## config.mk

```make
export PLATFORM = sky130hd
export DESIGN_NAME = pulse_shaper
export DESIGN_NICKNAME = d
export VERILOG_FILES = /design/src/rtl/pulse_shaper.sv
export SDC_FILE = /design/constraint.sdc
export NUM_CORES = 1
export LEC_CHECK = 0
export ABC_AREA = 1
export BUFFER_PORTS_ARGS = -buffer_cell sky130_fd_sc_hd__buf_2
export CAP_MARGIN = 20
export CORE_AREA = 2 2 39 41
export DETAILED_ROUTE_END_ITERATION = 10
export DIE_AREA = 0 0 41 43
export MAX_ROUTING_LAYER = met4
export PLACE_DENSITY = 0.56
export SYNTH_ARGS = -nofsm -noshare
export SYNTH_HDL_FRONTEND = slang
export SYNTH_SLANG_ARGS = --single-unit
export TNS_END_PERCENT = 30
```

## constraint.sdc

```tcl
create_clock -name clk -period 1.6 [get_ports clk]
set_input_delay 0.24 -clock clk [delete_from_list [all_inputs] [get_ports clk]]
set_output_delay 0.24 -clock clk [all_outputs]
set_load 0.03 [all_outputs]
```

## src/rtl/pulse_shaper.sv

```systemverilog
// Shapes an asynchronous detector input into fixed-width, non-retriggerable pulses.
// Define PULSE_SHAPER_CNT_EN to add saturating event_count / drop_count outputs.
module pulse_shaper #(
  parameter int SYNC_STAGES = 2,
  parameter int PULSE_WIDTH = 4,
  parameter int DEAD_TIME   = 2,
  parameter int CNT_W       = 16
) (
  input  logic             clk,
  input  logic             rst,
  input  logic             channel,
`ifdef PULSE_SHAPER_CNT_EN
  output logic [CNT_W-1:0] event_count,
  output logic [CNT_W-1:0] drop_count,
`endif
  output logic             pulse
);

  localparam int MAX_PD   = (PULSE_WIDTH > DEAD_TIME) ? PULSE_WIDTH : DEAD_TIME;
  localparam int MAX_V    = (MAX_PD > 2) ? MAX_PD : 2;
  localparam int CNT_BITS = $clog2(MAX_V);
  localparam logic [CNT_BITS-1:0] PW_LOAD = CNT_BITS'(PULSE_WIDTH - 1);
  localparam logic [CNT_BITS-1:0] DT_LOAD = CNT_BITS'((DEAD_TIME > 0) ? (DEAD_TIME - 1) : 0);
  localparam logic [CNT_BITS-1:0] CNT_ZERO = {CNT_BITS{1'b0}};
  localparam logic [CNT_BITS-1:0] CNT_ONE  = CNT_BITS'(1);

  generate
    if (SYNC_STAGES < 2) begin : g_bad_sync
      $error("pulse_shaper: SYNC_STAGES must be >= 2");
    end
    if (PULSE_WIDTH < 1) begin : g_bad_width
      $error("pulse_shaper: PULSE_WIDTH must be >= 1");
    end
  endgenerate

  typedef enum logic [1:0] {
    WAIT_LOW = 2'd0,
    IDLE     = 2'd1,
    PULSE    = 2'd2,
    DEAD     = 2'd3
  } state_t;

  logic [SYNC_STAGES-1:0] sync_q, sync_d;
  logic [SYNC_STAGES-1:0] vld_q, vld_d;
  logic                   prev_q, prev_d;
  logic [CNT_BITS-1:0]    cnt_q, cnt_d;
  logic                   pulse_q, pulse_d;
  state_t                 state_q, state_d;
  logic                   sync_last_s;
  logic                   rise_s;

  assign sync_last_s = sync_q[SYNC_STAGES-1];
  assign rise_s      = sync_last_s & ~prev_q;

  // vld tracks synchronizer fill after reset so WAIT_LOW only trusts a genuinely sampled low.
  always_comb begin
    sync_d  = {sync_q[SYNC_STAGES-2:0], channel};
    vld_d   = {vld_q[SYNC_STAGES-2:0], 1'b1};
    prev_d  = sync_last_s;
    state_d = state_q;
    cnt_d   = cnt_q;
    pulse_d = 1'b0;
    case (state_q)
      WAIT_LOW: begin
        if (vld_q[SYNC_STAGES-1] && !sync_last_s) begin
          state_d = IDLE;
        end else begin
          state_d = WAIT_LOW;
        end
      end
      IDLE: begin
        if (rise_s) begin
          cnt_d   = PW_LOAD;
          pulse_d = 1'b1;
          state_d = PULSE;
        end else begin
          state_d = IDLE;
        end
      end
      PULSE: begin
        if (cnt_q == CNT_ZERO) begin
          if (DEAD_TIME > 0) begin
            cnt_d   = DT_LOAD;
            state_d = DEAD;
          end else begin
            state_d = IDLE;
          end
        end else begin
          cnt_d   = cnt_q - CNT_ONE;
          pulse_d = 1'b1;
        end
      end
      DEAD: begin
        if (cnt_q == CNT_ZERO) begin
          state_d = IDLE;
        end else begin
          cnt_d = cnt_q - CNT_ONE;
        end
      end
      default: begin
        state_d = WAIT_LOW;
      end
    endcase
  end

  // Core state registers.
  always_ff @(posedge clk) begin
    if (rst) begin
      sync_q  <= {SYNC_STAGES{1'b0}};
      vld_q   <= {SYNC_STAGES{1'b0}};
      prev_q  <= 1'b0;
      cnt_q   <= CNT_ZERO;
      pulse_q <= 1'b0;
      state_q <= WAIT_LOW;
    end else begin
      sync_q  <= sync_d;
      vld_q   <= vld_d;
      prev_q  <= prev_d;
      cnt_q   <= cnt_d;
      pulse_q <= pulse_d;
      state_q <= state_d;
    end
  end

  assign pulse = pulse_q;

`ifdef PULSE_SHAPER_CNT_EN
  localparam logic [CNT_W-1:0] EV_MAX = {CNT_W{1'b1}};
  localparam logic [CNT_W-1:0] EV_ONE = CNT_W'(1);

  logic [CNT_W-1:0] event_q, event_d;
  logic [CNT_W-1:0] drop_q, drop_d;
  logic             accept_s;
  logic             drop_s;

  // Saturating event and drop counters.
  always_comb begin
    accept_s = (state_q == IDLE) && rise_s;
    drop_s   = ((state_q == PULSE) || (state_q == DEAD)) && rise_s;
    if (accept_s && (event_q != EV_MAX)) begin
      event_d = event_q + EV_ONE;
    end else begin
      event_d = event_q;
    end
    if (drop_s && (drop_q != EV_MAX)) begin
      drop_d = drop_q + EV_ONE;
    end else begin
      drop_d = drop_q;
    end
  end

  // Counter registers.
  always_ff @(posedge clk) begin
    if (rst) begin
      event_q <= {CNT_W{1'b0}};
      drop_q  <= {CNT_W{1'b0}};
    end else begin
      event_q <= event_d;
      drop_q  <= drop_d;
    end
  end

  assign event_count = event_q;
  assign drop_count  = drop_q;
`endif

endmodule

```

Yosys cells after proc, flatten, opt, wreduce, memory -nomap -nowiden
Index checks and enable logic that the tools add are counted.
{ "word_totals": {"input_bits": 3, "elab_cells": 37, "register_bits": 10} }
{ "op_classes": {"n_addsub": 1, "muxes": 13, "eq_ne": 7, "bitwise": 2, "n_reduce_logical": 7} }
{ "ops": {"columns": ["cell", "count"], "rows": [
  ["2-bit 2-to-1 mux", 6],
  ["2-bit inequality test, second input constant", 4],
  ["2-bit case mux with 4 select lines", 1],
  ["2-bit case mux with 3 select lines", 1],
  ["2-bit == test, second input constant", 2],
  ["2-bit zero test", 2],
  ["1-bit 2-to-1 mux", 4],
  ["3-bit AND reduction", 1],
  ["3-bit nonzero test", 1],
  ["2-bit by 1-bit == test with 1-bit output, second input constant", 1],
  ["1-bit case mux with 2 select lines", 1],
  ["2-bit AND reduction", 1],
  ["2-bit by 1-bit subtractor with 2-bit output, second input constant", 1],
  ["1-bit bitwise AND", 1],
  ["1-bit logical AND", 1],
  ["1-bit zero test", 1],
  ["1-bit NOT", 1]
]} }

Depth between registers and ports, before layout
{ "depth": {"ltp_word": 4, "ltp_mapped": 8, "ltp_nobuf": 8} }

Worst setup path before layout
Ideal clock, no wire load.
{ "synth_timing": {"kind": "reg-to-reg", "start": "reg state_q[0]", "end": "reg (tool-made name)", "stages_incl_launch_ff": 9, "setup_ns": 0.113, "slack_ns": 0.363, "required_time_ns": 1.487, "arrival_ns": 1.124, "cell_sequence": "dfxtp_1 inv_1 ha_1 nor2_2 nor2_2 nor2_1 nand2_1 nand2_1 nor2_1"} }
{ "synth_rtl": {"columns": ["item", "line", "text"], "rows": [
  ["start: declaration", "48", "state_t state_q, state_d;"],
  ["start signal: assignment", "121", "state_q <= state_d;"]
]} }

==> impl_metrics.toml <==
[power_and_ir_drop]
power_density_nw_per_um2 = 1550
ir_worst_vdd_uv = 764
power_leakage_nw = 0.295
finalPower_mw = 0.876

[clock_tree]
cts_sinks = 10
cts_resized = 0
clk_pin_slew_worst_paths_ps = 60
cts.path.max_buffers = 2
holdBufCountCts = 0
post_cts_buffers = 0
htreeDepth = 1
cts_buffers = 3
cts-root-buf = "clkbuf_4"
cts_tree = "built"
insertion_delay_ps = 260

[finish]
syn_to_final_growth_pct = 11.3
drive_gt1_share_pct = 10.4
layout.nets = 89
diodes = 0
design_area_um2 = 566

[sta]
hold_violations = 0
hold_ws_ps = 187
setup-violations-final = 0
finalSetupTns_ps = 0
min_period_ps = 1350
worstMarginPinSlew_ps = 180
slew_viol_final = 0
rsz0062_at_grt = "no"
clock_skew_ps = 0.439
finalCritPeriodShare_pct = 84.1
max-slew-margin-rel_pct = 88.0
fmax_mhz = 743

[grt]
grtUsageMet3_pct = 4.71
grt.busiest_layer = "met2"
grt_pass1_vias = 369
antenna_found_initial = 0
grt_pass1_wl_um = 1410
grt_use_met1_pct = 14.2
grt_remaining_overflow = 0
grt_use_met2_pct = 17.5
track_usage_pct = 12.8
grt_max_degree = 7

[synthesis]
ys_warn_count = 0
synth-adder-area-share_pct = 17.2
synth.avg_cell_area_um2 = 7.15
synthCells = 71
synth_cell_types = 10
synth_xor_area_share_pct = 0
synthMuxAreaShare_pct = 0
synth_top_family_by_area = "simple AND/OR/NAND/NOR gates"
seq_area_frac_synth_pct = 39.4
synth_seq_cells = 10
synth-simple-area-share_pct = 27.8
synth_nets = 81
synth_compound_area_share_pct = 4.43
synthesis.area_um2 = 508

[die]
die_y_um = 43
rows = 14
dieWidth_um = 41
ioPinCount = 4
core_um2 = 1380
initial_core_util_pct = 36.7
dieArea_um2 = 1760

[worst_setup_path]
cp_max_fo = 4
start_kind = "register"
reg2reg_from = "state_q[0]"
crit_arrival_ps = 1500
crit_chain = "inv_1, ha_1, nor2_2, nor2_2, nor2_1, nand2_1, nand2_1, nor2_1"
path_class = "reg2reg"
slowest_delay_ps = 380
required_ps = 1760
endpoint_kind = "register"
critPathSlowestCell = "dfxtp_1"
crit_start = "state_q[0]"

[routing]
post_drt_via_cell_ratio = 4.32
drc = 0
final_antenna_net_count = 0
first_iter_violations = 13
wl_per_cell_um = 8.72
drt_first_pass_iters = 4
routed_wl_um = 811
vias = 402

[placement]
gp_congestion = 0.824
hpwl_um = 649
portBuffers = 3
post_dp_cell_area_um2 = 543

[job]
max-cap-violations = 0

[hold_path]
holdCritPathClass = "in2reg"
worstHoldStart = "rst"

[status]
status = "completed"
worst max-delay path: cells and delay by family, from the launching register on:
family                   cells  cell delay, ps
AND/OR/NAND/NOR              6             490
flip-flops                   1             380
adder cells (fa/ha/maj)      1             260
buffers and inverters        1             110
logic make-up (layout without fill, tap and decap cells):
| family | after synthesis | after routing |
|---|---|---|
| flops | 10 | 10 |
| buf+inv | 15 | 21 |
| fa+ha+maj | 7 | 7 |
| compound gates | 4 | 4 |
| simple gates | 35 | 35 |
cells in the final DEF (no fill, tap or decap):
| cell type | n |
|---|---|
| a21oi_1 | 2 |
| buf_2 | 3 |
| clkbuf_4 | 3 |
| dfxtp_1 | 10 |
| ha_1 | 7 |
| inv_1 | 15 |
| nand2_1 | 16 |
| nand3_1 | 4 |
| nor2_1 | 13 |
| nor2_2 | 2 |
| o211ai_1 | 1 |
| o21ai_0 | 1 |
registers in the layout, summed over array words and instances (netlist names), named ones only:
register / cells
state_q: 1
vld_q: 2
cnt_q: 2
pulse: 1
prev_q: 1
sync_q: 2
stage by stage:
| stage | instances | utilization, % | worst slack, ps |
|---|---|---|---|
| after CTS | 93 | 40.9 | 238 |
| after global routing | 93 | 40.9 | 132 |
| after global placement | 90 | 39.2 | 292 |
| after detailed placement | 90 | 39.2 | 250 |
| after floorplan | 71 | - | 363 |
| final | 93 | 40.9 | 254 |
layer usage:
metal | vias up | wire [um] | share of wire [%]
met4 | 0 | 12 | 1.5
met2 | 6 | 377 | 46
met5 | - | 0 | 0
li1 | 221 | - | -
met3 | 2 | 23 | 2.8
met1 | 173 | 398 | 49
final timing paths:
path / to / slack, ps / cells after the start
worst min-delay path: sync_q[1] / 190 / 2
worst max-delay path: register / 250 / 8
worst min register to register: vld_q[1] / 410 / 2
worst max register to register: register / 250 / 8
synthesized netlist by cell type, drive strengths merged:
library cell,number,area share [%]
o211ai,1,1.5
ha,7,17
a21oi,2,2.0
o21ai,1,0.98
inv,15,11
nand2,16,12
dfxtp,10,39
nor2,15,12
nand3,4,3.9
cell type report:
cell class / instances / area, um2
Sequential cell: 10 / 200
Tap cell: 16 / 20.0
Inverter: 15 / 56.3
Multi-Input combinational cell: 46 / 251
Fill cell: 163 / 818
Clock buffer: 3 / 22.5
Timing Repair Buffer: 3 / 15.0
power breakdown:
part | total, mW | switching [mW] | internal [mW] | leakage [nW]
clock | 0.163 | 0.0769 | 0.0864 | 0.0138
sequential | 0.333 | 0.0366 | 0.297 | 0.0825
combinational | 0.380 | 0.236 | 0.144 | 0.198
total | 0.876 | 0.349 | 0.527 | 0.295
(Power assumes the default switching activity.)
